$ cat src/rtl/uart_rx.sv
// uart_rx: 16x-oversampled UART receiver, centre-sampling each bit of a start/DBIT/stop frame
//   clk          system clock, all state on rising edge
//   reset        asynchronous, active-high reset
//   rx           serial line, asynchronous to clk, idles high
//   s_tick       one-clk pulse at 16x baud rate
//   dout         last received data word (holds until next frame completes)
//   rx_done_tick one-clk pulse the cycle after a frame completes
//   frame_err    stop bit was sampled low on the last completed frame
//   busy         high whenever the receiver is not idle
module uart_rx #(
    parameter int DBIT    = 8,
    parameter int SB_TICK = 16
) (
    input  logic            clk,
    input  logic            reset,
    input  logic            rx,
    input  logic            s_tick,
    output logic [DBIT-1:0] dout,
    output logic            rx_done_tick,
    output logic            frame_err,
    output logic            busy
);
    typedef enum logic [1:0] {idle, start, data, stop} state_t;
    state_t          state_reg, state_next;
    logic [4:0]      s_reg, s_next;
    logic [2:0]      n_reg, n_next;
    logic [DBIT-1:0] b_reg, b_next, dout_next;
    logic            rx_m, rx_s, done_next, err_next, busy_next;
    // Synchroniser flops reset to the idle line level so reset never looks like a start bit.
    always_ff @(posedge clk or posedge reset)
        if (reset) {rx_m, rx_s} <= 2'b11;
        else       {rx_m, rx_s} <= {rx, rx_m};
    always_ff @(posedge clk or posedge reset)
        if (reset) begin
            state_reg    <= idle;
            s_reg        <= '0;
            n_reg        <= '0;
            b_reg        <= '0;
            dout         <= '0;
            rx_done_tick <= 1'b0;
            frame_err    <= 1'b0;
            busy         <= 1'b0;
        end else begin
            state_reg    <= state_next;
            s_reg        <= s_next;
            n_reg        <= n_next;
            b_reg        <= b_next;
            dout         <= dout_next;
            rx_done_tick <= done_next;
            frame_err    <= err_next;
            busy         <= busy_next;
        end
    always_comb begin
        state_next = state_reg;
        s_next     = s_reg;
        n_next     = n_reg;
        b_next     = b_reg;
        dout_next  = dout;
        err_next   = frame_err;
        done_next  = 1'b0;
        case (state_reg)
            // Leaving idle needs no tick so a start bit right after a stop is never missed.
            idle:
                if (!rx_s) begin
                    state_next = start;
                    s_next     = '0;
                end
            // Half a bit into the start bit: a line back high means it was a glitch.
            start:
                if (s_tick) begin
                    if (s_reg == 5'd7) begin
                        if (!rx_s) begin
                            state_next = data;
                            s_next     = '0;
                            n_next     = '0;
                        end else
                            state_next = idle;
                    end else
                        s_next = s_reg + 5'd1;
                end
            data:
                if (s_tick) begin
                    if (s_reg == 5'd15) begin
                        s_next = '0;
                        b_next = {rx_s, b_reg[DBIT-1:1]};
                        if (n_reg == 3'(DBIT - 1)) state_next = stop;
                        else                       n_next = n_reg + 3'd1;
                    end else
                        s_next = s_reg + 5'd1;
                end
            // Frames with a bad stop bit still deliver their data, flagged by frame_err.
            stop:
                if (s_tick) begin
                    if (s_reg == 5'(SB_TICK - 1)) begin
                        state_next = idle;
                        dout_next  = b_reg;
                        err_next   = ~rx_s;
                        done_next  = 1'b1;
                    end else
                        s_next = s_reg + 5'd1;
                end
            default: state_next = idle;
        endcase
        busy_next = state_next != idle;
    end
endmodule
$ cat config.mk
export PLATFORM = sky130hd
export DESIGN_NAME = uart_rx
export DESIGN_NICKNAME = d
export VERILOG_FILES = /design/src/rtl/uart_rx.sv
export SDC_FILE = /design/constraint.sdc
export NUM_CORES = 1
export LEC_CHECK = 0
export CAP_MARGIN = 15
export CELL_PAD_IN_SITES_DETAIL_PLACEMENT = 2
export CELL_PAD_IN_SITES_GLOBAL_PLACEMENT = 2
export CORE_MARGIN = 2
export CORE_UTILIZATION = 41
export CTS_CLUSTER_DIAMETER = 40
export DETAILED_ROUTE_END_ITERATION = 8
export DONT_BUFFER_PORTS = 1
export PLACE_DENSITY = 0.76
export SLEW_MARGIN = 30
export SYNTH_ARGS = -nofsm -noshare
export SYNTH_HDL_FRONTEND = slang
export SYNTH_SLANG_ARGS = --single-unit
$ cat constraint.sdc
create_clock -name clk -period 2.3 [get_ports clk]
set_clock_uncertainty 0.1 [all_clocks]
set_input_delay 0.23 -clock clk [delete_from_list [all_inputs] [get_ports clk]]
set_output_delay 0.23 -clock clk [all_outputs]
set_load 0.01 [all_outputs]
==> impl_metrics.yaml <==
status:
  status: "completed"
timing:
  tightest_slew_ns: 0.5533
  relSlewSlack_pct: 63.11
  finalCritPeriodShare_pct: 92.26
  rsz0062_at_grt: "no"
  drv_slew: 0
  tns_ns: 0
  fin_crit_ns: 2.122
  setup_violations: 0
  timing.fmax_mhz: 471.3
  hold_viol: 0
route:
  ant_nets: 0
  drc: 0
  wl_um: 3210
  num_vias: 974
  wl_per_cell_um: 17.07
  first_pass_iters: 2
  drtIter0Drc: 56
  routed_via_density: 5.181
worst_setup_path:
  worstRegToRegCells: 7
  worstSetupPathType: "flop to flop"
  crit_arrival_ns: 2.24
  timing.rr.start: "s_reg[1]"
  cp_data_required_time_ns: 2.42
  cp-end-kind: "flop"
  start_kind: "flop"
  reg2reg_to: "n_reg[0]"
  ff2ff_setup_slack_ns: 0.18
  cp_max_fo: 4
die:
  initial_core_util_pct: 43.63
  row_count: 21
  die_w_um: 64.06
  dieHeight_um: 64.06
  die-area_um2: 4104
  io_pins: 15
  core_area_um2: 3390
yosys:
  synthAdderAreaFrac_pct: 5.076
  seq_area_frac_synth_pct: 52.62
  yosys_warnings: 0
  synth-simple-area-share_pct: 20.39
  synth_top_family_by_area: "simple AND/OR/NAND/NOR gates"
  synthMuxAreaShare_pct: 9.222
  ys_types: 38
  synth-xor-area-share_pct: 0
  synth_nets: 142
  synth_compound_area_share_pct: 9.475
  ys_seq_elements: 31
  syn_inst: 132
  syn-cell-area_um2: 1479
  avgSynthCellArea_um2: 11.20
layout:
  area_growth_pct: 12.10
  nNetsFinal: 151
  drive_above_1_share_pct: 22.54
  diodes: 0
  fin_cells: 188
cts:
  clock-sinks: 31
  cts_tree: "done"
  cts_setup_buffers: 0
  cts_buffers: 5
  clkTransAtPathRegs_ns: 0.11
  cts.path.max_buffers: 2
  h-tree-depth: 2
  insertion_delay_ns: 0.34
  cts-root-buf: "clkbuf_4"
global_routing:
  grtUsageTotal_pct: 18.70
  overflow: 0
  grt_pass1_wl_um: 5664
  antenna_found_initial: 0
  grt_pass1_vias: 1120
  grt_max_degree: 25
power:
  p_leak_nw: 0.7928
  vdd_ir_drop_max_mv: 0.4318
  powerDensity_nw_per_um2: 855.9
placement:
  io_buffers: 0
  hpwlAfterDp_um: 2214
  placed_cells: 177
  place.gp.congestion: 0.7525
worst_hold_path:
  min_from: "s_tick"
  hold_path_class: "input pin to flop"
  hold_path_depth: 2
  worstHoldEndpoint: "state_reg[1]"
flow_run:
  maxCapViolations: 0
-- synthesized netlist by cell type (all sizes together) --
cell     instances  share of area (%)
mux2            10                7.9
nor3             1               0.34
o2bb2ai          2                1.2
o21ai            6                2.0
and3b            1               0.59
nand3            3                1.4
o211ai           1               0.51
or2              2                1.0
buf              4                1.7
a22o             2                1.2
and3             1               0.42
and2             2               0.85
and2b            2                1.0
a21bo            1               0.68
nand4bb          1                1.9
or2b             1               0.51
nor2             3               0.76
dfstp            2                3.6
nand4            2               0.85
nor4             1                1.4
a32oi            1               0.59
dfrtp           29                 49
o21ba            1               0.68
nor2b            2               0.85
ha               6                5.1
mux2i            2                1.4
a21oi            2               0.68
nand2           32                8.1
a31oi            1                1.4
nand2b           1               0.42
inv              5                1.3
a21o             1               0.51
clkinv           1               0.25
-- worst max-delay path, stage by stage (launching register included) --
cell	delay [ns]
dfrtp_1	0.39
ha_2	0.25
and3_4	0.21
ha_1	0.15
or2b_1	0.25
nor3_1	0.18
or2_4	0.17
mux2_4	0.29
-- worst max-delay path by stage --
stage          slack (ns)  cells past startpoint  startpoint  endpoint
4_1_cts              0.07                      7    s_reg[0]  n_reg[0]
3_3_place_gp         0.21                      7    s_reg[0]  n_reg[0]
5_1_grt              0.03                      7    s_reg[0]  n_reg[0]
3_5_place_dp          0.1                      7    s_reg[0]  n_reg[0]
6_report             0.18                      7    s_reg[1]  n_reg[0]
2_1_floorplan        0.17                      7    s_reg[0]  n_reg[0]
-- report_power, final --
part | switching (mW) | internal (mW)
combinational | 0.122 | 0.140
sequential | 0.0986 | 0.609
clock | 0.193 | 0.257
total | 0.413 | 1.01
-- what timing repair did --
action / 4_1_cts / 5_1_grt
endpoints found under the hold margin: 9 / 0
hold buffers: 3 / 0
gates resized for setup: 0 / 2
endpoints found under the setup margin: 0 / 1
-- cell usage in the layout, fill, tap and decap left out, drive strengths merged, types with 3 or more instances in the layout --
cell type     n
nand2        32
dfrtp        29
mux2         10
ha            6
clkbuf        6
o21ai         6
inv           5
nor2          3
dlygate4sd3   3
buf           3
nand3         3
-- cells by family (layout without fill, tap and decap cells) --
logic type                 Yosys count  in the layout
DFF                                 31             31
buffers and inverters               10             20
muxes                               12             12
AOI/OAI and AO/OA                   18             18
and+or+nand+nor                     55             55
adders and majority gates            6              6
-- layer usage --
| metal | routed length, µm | GRT usage (%) | share of wire, % |
|---|---|---|---|
| met1 | 1399 | 22.60 | 44 |
| met2 | 1651 | 30.99 | 51 |
| met3 | 112 | 6.338 | 3.5 |
| met5 | 0 | 0 | 0 |
| met4 | 46 | 6.522 | 1.4 |
-- metrics by stage --
stage	power, mW	utilization (%)	setup slack (ns)	cell area (µm²)	hold slack (ns)
after floorplan	0.9057	-	0.1745	1479	0.1345
after global placement	0.9494	45.26	0.2137	1534	-0.01227
after detailed placement	0.9743	45.26	0.09788	1534	0.001309
after CTS	1.442	48.69	0.06705	1650	0.04666
after global routing	1.519	48.91	0.02804	1658	0.05208
final	1.419	48.91	0.1780	1658	0.05913
-- cell type report --
type	count	area, µm²
clock inverters	2	35.03
flip-flops and latches	31	778.2
multi-input cells	91	660.6
repair buffers	6	52.55
clock buffers	6	51.30
well taps	46	57.56
inverters	6	22.52
fillers	347	1732
Note: power is estimated with default switching activity, not from simulation.
